--- config.mk ---
export PLATFORM = sky130hd
export DESIGN_NAME = pcie_rr_arbiter
export DESIGN_NICKNAME = d
export VERILOG_FILES = /design/src/rtl/pcie_sw_pkg.sv /design/src/rtl/pcie_rr_arbiter_rr_grant.sv /design/src/rtl/pcie_rr_arbiter.sv
export SDC_FILE = /design/constraint.sdc
export NUM_CORES = 1
export LEC_CHECK = 0
export CAP_MARGIN = 20
export CORE_MARGIN = 2
export CORE_UTILIZATION = 36
export CTS_CLUSTER_SIZE = 25
export DETAILED_ROUTE_END_ITERATION = 16
export GPL_TIMING_DRIVEN = 1
export MAX_ROUTING_LAYER = met4
export PLACE_DENSITY_LB_ADDON = 0.15
export SYNTH_ARGS = -nofsm -noshare
export SYNTH_HDL_FRONTEND = slang
export SYNTH_SLANG_ARGS = --single-unit
--- constraint.sdc ---
create_clock -name clk -period 2.4 [get_ports clk]
set_clock_uncertainty 0.15 [all_clocks]
set_input_delay 0.24 -clock clk [delete_from_list [all_inputs] [get_ports clk]]
set_output_delay 0.24 -clock clk [all_outputs]
set_load 0.005 [all_outputs]
--- src/rtl/pcie_sw_pkg.sv ---
// Shared switch definitions: default sizes, arbiter FSM encoding and the
// destination-field helper used by the ingress and egress arbiters.
package pcie_sw_pkg;

  localparam int DATA_SIZE_DEF = 10;
  localparam int NUM_IN_DEF    = 4;
  localparam int DEST_W_DEF    = 2;

  typedef enum logic [1:0] {
    IDLE  = 2'd0,
    RUN   = 2'd1,
    DRAIN = 2'd2
  } arb_state_e;

  function automatic logic [DEST_W_DEF-1:0] dest_of(input logic [DATA_SIZE_DEF-1:0] word);
    return word[DATA_SIZE_DEF-1 -: DEST_W_DEF];
  endfunction

endpackage

--- src/rtl/pcie_rr_arbiter_rr_grant.sv ---
// Combinational round-robin grant: picks the first requester strictly after
// the pointer in ascending modulo-N order; returns a one-hot (or zero) grant.
module rr_grant #(
  parameter int N = 4,
  localparam int PW = (N > 1) ? $clog2(N) : 1
) (
  input  logic [N-1:0]  req,
  input  logic [PW-1:0] ptr,
  output logic [N-1:0]  gnt
);

  // Walk the requesters starting one past the pointer, first hit wins.
  always_comb begin
    logic          found;
    logic [PW-1:0] idx;
    gnt   = '0;
    found = 1'b0;
    idx   = '0;
    for (int k = 1; k <= N; k++) begin
      idx = PW'((int'(ptr) + k) % N);
      if (req[idx] && !found) begin
        gnt[idx] = 1'b1;
        found    = 1'b1;
      end else begin
        found = found;
      end
    end
  end

endmodule

--- src/rtl/pcie_rr_arbiter.sv ---
// Round-robin ingress-to-egress arbiter: pops ingress FIFOs, routes each word
// by its destination field. Optional per-input grant counters: ARB_STATS_EN.
module pcie_rr_arbiter #(
  parameter int DATA_SIZE = 10,
  parameter int NUM_IN    = 4,
  parameter int DEST_W    = 2
) (
  input  logic                        clk,
  input  logic                        reset,
  input  logic [NUM_IN-1:0]           fifo_empty_in,
  input  logic [NUM_IN-1:0]           almost_empty_in,
  input  logic [NUM_IN*DATA_SIZE-1:0] data_out_pop_in,
  output logic [NUM_IN-1:0]           read_out,
  input  logic [(2**DEST_W)-1:0]      pause_in,
  output logic [(2**DEST_W)-1:0]      write_out,
  output logic [DATA_SIZE-1:0]        data_in_push_out,
  output logic                        idle
`ifdef ARB_STATS_EN
  ,
  output logic [NUM_IN*8-1:0]         grant_count
`endif
);
  import pcie_sw_pkg::*;

  localparam int NUM_OUT = 2 ** DEST_W;
  localparam int PW      = (NUM_IN > 1) ? $clog2(NUM_IN) : 1;

  arb_state_e           state_r;
  logic [NUM_IN-1:0]    read_r, rd_prev_r, req_s, gnt_s;
  logic [NUM_OUT-1:0]   write_r;
  logic [DATA_SIZE-1:0] push_data_r, word_s;
  logic [PW-1:0]        ptr_r, gnt_idx_s;
  logic                 any_pause_s, all_empty_s, pipe_empty_s;

  assign any_pause_s  = |pause_in;
  assign all_empty_s  = &fifo_empty_in;
  assign pipe_empty_s = ~|read_r && ~|rd_prev_r && ~|write_r;

  // Flags lag a pop by one cycle, so an input read this cycle with <=1 word left must sit out.
  always_comb begin
    if (state_r == RUN && !any_pause_s) begin
      req_s = ~fifo_empty_in & ~(read_r & almost_empty_in);
    end else begin
      req_s = '0;
    end
  end

  rr_grant #(.N(NUM_IN)) u_grant (
    .req (req_s),
    .ptr (ptr_r),
    .gnt (gnt_s)
  );

  // Encode the grant for the pointer and select the slice popped last cycle.
  always_comb begin
    gnt_idx_s = ptr_r;
    word_s    = '0;
    for (int i = 0; i < NUM_IN; i++) begin
      if (gnt_s[i]) begin
        gnt_idx_s = PW'(i);
      end else begin
        gnt_idx_s = gnt_idx_s;
      end
      if (rd_prev_r[i]) begin
        word_s = word_s | data_out_pop_in[i*DATA_SIZE +: DATA_SIZE];
      end else begin
        word_s = word_s;
      end
    end
  end

  // Arbiter FSM.
  always_ff @(posedge clk or negedge reset) begin
    if (!reset) begin
      state_r <= IDLE;
    end else begin
      case (state_r)
        IDLE:    if (!all_empty_s && !any_pause_s) state_r <= RUN;
        RUN:     if (any_pause_s) state_r <= DRAIN;
                 else if (all_empty_s && pipe_empty_s) state_r <= IDLE;
        DRAIN:   if (!any_pause_s) state_r <= (all_empty_s && pipe_empty_s) ? IDLE : RUN;
        default: state_r <= IDLE;
      endcase
    end
  end

  // Read strobe, capture stage and egress push register.
  always_ff @(posedge clk or negedge reset) begin
    if (!reset) begin
      read_r      <= '0;
      rd_prev_r   <= '0;
      write_r     <= '0;
      push_data_r <= '0;
      ptr_r       <= PW'(NUM_IN - 1);
    end else begin
      read_r    <= gnt_s;
      rd_prev_r <= read_r;
      ptr_r     <= gnt_idx_s;
      if (|rd_prev_r) begin
        write_r     <= {{(NUM_OUT-1){1'b0}}, 1'b1} << dest_of(word_s);
        push_data_r <= word_s;
      end else begin
        write_r     <= '0;
        push_data_r <= push_data_r;
      end
    end
  end

  assign read_out         = read_r;
  assign write_out        = write_r;
  assign data_in_push_out = push_data_r;
  assign idle             = (state_r == IDLE) && ~|rd_prev_r && ~|write_r;

`ifdef ARB_STATS_EN
  logic [NUM_IN*8-1:0] count_r;

  // Per-input grant counters, saturating.
  always_ff @(posedge clk or negedge reset) begin
    if (!reset) begin
      count_r <= '0;
    end else begin
      for (int i = 0; i < NUM_IN; i++) begin
        if (read_r[i] && count_r[i*8 +: 8] != 8'hFF) begin
          count_r[i*8 +: 8] <= count_r[i*8 +: 8] + 8'd1;
        end else begin
          count_r[i*8 +: 8] <= count_r[i*8 +: 8];
        end
      end
    end
  end

  assign grant_count = count_r;
`endif

endmodule

; ---- Yosys cells after proc, flatten, opt, wreduce, memory -nomap -nowiden
; Index checks and enable logic that the tools add are counted.
[classes]
n_reduce_logical = 30
muxes = 39
n_lt_le_gt_ge = 8
n_shift = 1
add_sub_neg = 4
eq_ne = 5
n_bitwise = 10
[op_table]
columns = cell, n
row1 = 10-bit 2-to-1 mux, 4
row2 = 10-bit OR, 3
row3 = 4-bit 2-to-1 mux, 6
row4 = 2-bit 2-to-1 mux, 8
row5 = 4-bit OR reduction, 4
row6 = 1-bit logical AND, 14
row7 = "2-bit by 3-bit less-than comparator with 1-bit output, second input constant", 4
row8 = 1-bit 2-to-1 mux, 12
row9 = 4-bit OR, 3
row10 = 4-bit AND, 2
row11 = 1-bit binary-select mux with 2-bit select, 4
row12 = 1-bit demux with 2-bit select, 4
row13 = "2-bit by 1-bit >= comparator with 1-bit output, second input constant", 4
row14 = 1-bit logical NOT, 8
row15 = 4-bit inverter, 2
row16 = 2-bit one-hot mux with 3 select lines, 1
row17 = "2-bit by 1-bit adder with 2-bit output, second input constant", 2
row18 = "2-bit adder, second input constant", 2
row19 = "2-bit != test, second input constant", 2
row20 = 4-bit AND reduction, 1
row21 = 4-bit nonzero test, 1
row22 = "1-bit by 2-bit << shifter with 4-bit output, first input constant", 1
row23 = "3-bit by 2-bit != test with 1-bit output, second input constant", 1
row24 = 3-bit AND reduction, 1
row25 = 3 further kinds, 3
[totals]
ff_bits = 26
input_bits = 54

; ---- Logic depth before layout (Yosys ltp)
[depth]
depth_word = 20
depth_mapped = 8
depth_no_buf = 8

; ---- Cells and area by module
; From an unflattened synthesis, not the netlist that was laid out.
[hier_totals]
hier_cells = 138
area_unflattened_um2 = 1492.7
[modules_own_cells]
columns = mod, area_each_um2, n_inst, cells_per_inst
row1 = pcie_rr_arbiter, 1134.8, 1, 100
row2 = rr_grant, 357.8, 1, 38

; ---- Least setup slack after synthesis
; OpenSTA, ideal clock, no wires.
[synth_path]
kind = register to register
from = register ptr_r[0]
to = register ptr_r[0]
slack_ns = -0.002
t_arrival_ns = 2.179
synth_period_minus_slack_ns = 2.402
path_stages_with_launch = 9
path_cell_list = dfstp_2 -> inv_1 -> ha_1 -> mux4_2 -> and2_2 -> o2bb2ai_1 -> a211oi_1 -> a221oi_1 -> o21bai_1
[synth_via]
elab_chain_cells = 16
word_cells_on_any_way = 52
classes_between = add/sub: 4 / order compare: 8 / mux: 26 / bitwise: 3 / reduce/logical: 11
[synth_rtl]
columns = item, line
row1 = from (decl), pcie_rr_arbiter.sv:32  ; logic [PW-1:0] ptr_r, gnt_idx_s;
row2 = from (signal assigned), pcie_rr_arbiter.sv:94  ; ptr_r <= PW'(NUM_IN - 1);
row3 = from (signal assigned), pcie_rr_arbiter.sv:98  ; ptr_r <= gnt_idx_s;
row4 = "parallel branches: the longest is 12 deep, another holds 2-bit by 3-bit less-than comparator with 1-bit output", --
row5 = 4-bit 2-to-1 mux (*), pcie_rr_arbiter_rr_grant.sv:21  ; if (req[idx] && !found) begin
row6 = 2-bit 2-to-1 mux (3 in series), pcie_rr_arbiter.sv:59  ; if (gnt_s[i]) begin
; Every way passes the cells marked *. The select of a mux whose other input is x is not followed.
; A chain may end at the register's enable or synchronous reset.

; ---- Final worst setup path
[layout_path]
from = register ptr_r[0]
to = register ptr_r[1]
; Same word-level chain as after synthesis.

==> impl_metrics.tcl <==
set metrics [dict create \
    cts_tree "done" \
    yosysSeqAreaShare 0.440 \
    die_w_um 68.2 \
    crit_family "compound AO/OA/AOI/OAI gates" \
    whs_ns 0.177 \
    setup_violations 0 \
    hold_viol 0 \
    critPathSlowestCell "dfstp_2" \
    synth_area_mm2 0.00148 \
    status "finished clean" \
    worstPathMaxFanout 4 \
    coreArea_mm2 0.00397 \
    max_cap_violations 0 \
    htreeDepth 1 \
    clk_latency_ns 0.27 \
    r2r-end "ptr_r[1]" \
    path_cells "buf_6, mux4_2, nand2_1, nor2_2, a221o_1, a21oi_2, a311o_1" \
    worstSetupPathType "flip-flop to flip-flop" \
    reg2regPathDepth 7 \
    post-route-min-period_ns 2.37 \
    post_drt_wl_per_cell_um 17.4 \
    cts_root_buf "clkbuf_8" \
    cts.sink_count 26 \
    io_buffers 72 \
    placed_area_mm2 0.00236 \
    syn-mean-instance-area_um2 10.2 \
    grt_pass1_wl_mm 7.33 \
    arrival_ns 2.43 \
    drive_above_1_share 0.193 \
    setup_ws_ns 0.0310 \
    irDropWorstVdd_v 0.000253 \
    post-place-ws_ns -0.163 \
    clkTransAtPathRegs_ns 0.10 \
    r2r_slack_ns 0.03 \
    cts_made_buffers 3 \
    crit_buf_inv 1 \
    finish.utilization 0.636 \
    antenna_found_initial 0 \
    nets 295 \
    worst_pin_slew_ns 0.579 \
    slew_viol_final 0 \
    grt_pass1_vias 1633 \
    ant_nets 0 \
    crit_path_start_kind "flip-flop" \
    tns_ns 0 \
    ioPinCount 73 \
    num_vias 1584 \
    ctsLongestPathBuffers 2 \
    via_per_inst 5.60 \
    hpwl_mm 3.64 \
    syn-num-nets 206 \
    dieArea_mm2 0.00465 \
    final_cells 283 \
    dp.cells 276 \
    yosysUniqueCellTypes 38 \
    syn-instance-count 145 \
    hold_buffers 0 \
    track_usage 0.214 \
    max_slew_margin 0.614 \
    insertedDiodeCount 0 \
    power_mw 1.12 \
    max_stage_delay_ns 0.58 \
    rows 23 \
    fmax_mhz 422 \
    drc 0 \
    die_h_um 68.2 \
    synth-seq-cells 26 \
    finalCritPeriodShare 0.987 \
    p_per_area_mw_per_mm2 444 \
    drtPass1Iterations 4 \
    drt_wl_total_mm 4.92 \
    crit-reg2reg-launch "ptr_r[0]" \
    cp.required_ns 2.46 \
    yosysWarnings 0 \
    initial_core_util 0.374 \
    area.growth.synth_to_final_pct 70.3 \
    cp_num_cells 7 \
    fin_area_mm2 0.00253 \
    p_leak_nw 1.02 \
    first_iter_violations 96 \
    place_congestion 0.806 \
    endpoint_kind "flip-flop" \
    grt_max_degree 27 \
    overflow 0 \
    hold_path.class "input pin to asynchronous set/reset pin" \
    n_fill_cell 306 \
]
[how the worst max path moves through the flow]
stage	startpoint	end	slack, ns
2_1_floorplan	ptr_r[0]	ptr_r[0]	-0.002
3_3_place_gp	pause_in[1]	ptr_r[1]	-0.07
3_5_place_dp	pause_in[1]	ptr_r[1]	-0.16
4_1_cts	ptr_r[0]	ptr_r[0]	0.02
5_1_grt	read_out[2]	ptr_r[0]	-0.04
6_report	ptr_r[0]	ptr_r[1]	0.03
[report_power, final]
part | leakage (nW) | total (mW) | switching [mW] | internal (mW)
combinational | 0.684 | 0.325 | 0.120 | 0.205
clock | 0.0288 | 0.284 | 0.137 | 0.147
sequential | 0.312 | 0.513 | 0.0348 | 0.478
[Yosys cell counts, drive strengths merged]
library cell / instances / area share
o2111ai: 2 / 0.012
nand2b: 1 / 0.0042
o21a: 1 / 0.0051
a21o: 4 / 0.020
and3: 2 / 0.0084
o21bai: 1 / 0.0051
dfrtp: 24 / 0.40
nor2b: 1 / 0.0042
a21oi: 7 / 0.024
nor3b: 1 / 0.013
xnor2: 1 / 0.0059
or4: 3 / 0.018
a22o: 2 / 0.012
nand3: 3 / 0.010
mux4: 3 / 0.046
inv: 4 / 0.010
nor4: 2 / 0.0084
clkbuf: 6 / 0.015
a211oi: 1 / 0.0051
nand2: 10 / 0.025
a22oi: 18 / 0.091
a31oi: 8 / 0.034
nor2: 13 / 0.035
and2: 2 / 0.0093
ha: 7 / 0.059
a311o: 1 / 0.0067
o2bb2ai: 1 / 0.0059
a221oi: 4 / 0.024
o22ai: 1 / 0.0042
a221o: 1 / 0.0067
nor3: 6 / 0.024
and4: 1 / 0.0059
nand3b: 1 / 0.0051
dfstp: 2 / 0.035
[cell families after synthesis]
| family | Yosys count | share of synthesized area |
|---|---|---|
| muxes | 3 | 0.0455 |
| DFF | 26 | 0.440 |
| and+or+nand+nor | 46 | 0.169 |
| adders and majority gates | 7 | 0.0590 |
| AOI/OAI and AO/OA | 52 | 0.255 |
| xor gates and xnor gates | 1 | 0.00590 |
| buffers and inverters | 10 | 0.0253 |
[final cells by class]
class,count,area (um2),area share
multi-input combinational,109,883,0.350
timing repair buffer,90,858,0.340
sequential,26,653,0.258
tap,50,62.6,0.0248
clock buffer,4,55.1,0.0218
inverter,4,15.0,0.00594
[cell usage in the layout, fill, tap and decap left out, types with 2 or more instances in the layout]
cell type        instances
a22o_1                   2
o2111ai_1                2
a22oi_1                 18
a21oi_2                  6
a221oi_1                 3
nor4_1                   2
mux4_2                   3
inv_1                    3
or4_1                    2
clkbuf_8                 4
dfstp_2                  2
buf_4                   17
nand2_1                 10
clkdlybuf4s50_1         71
and2_4                   2
a21o_1                   4
a31oi_1                  8
and3_1                   2
nor2_1                  12
ha_1                     6
nor3_1                   5
nand3_1                  3
dfrtp_1                 24
[sequential cells by signal, indices dropped and copies added (netlist names)]
register,flops
read_out,4
state_r,2
write_out,4
ptr_r,2
rd_prev_r,4
data_in_push_out,10
[timing repair]
item	in CTS	in global routing
endpoints found under the setup margin	3	3
resized for setup	4	15
setup buffers	0	3
pin swaps	1	9
[layer usage]
metal / up-vias / GRT usage / share of wire
li1: 738 / - / -
met1: 782 / 0.240 / 0.40
met2: 58 / 0.398 / 0.55
met3: 6 / 0.0214 / 0.037
met4: 0 / 0.0650 / 0.011
met5: - / - / 0
No activity file was read; power rests on OpenSTA's default activity.
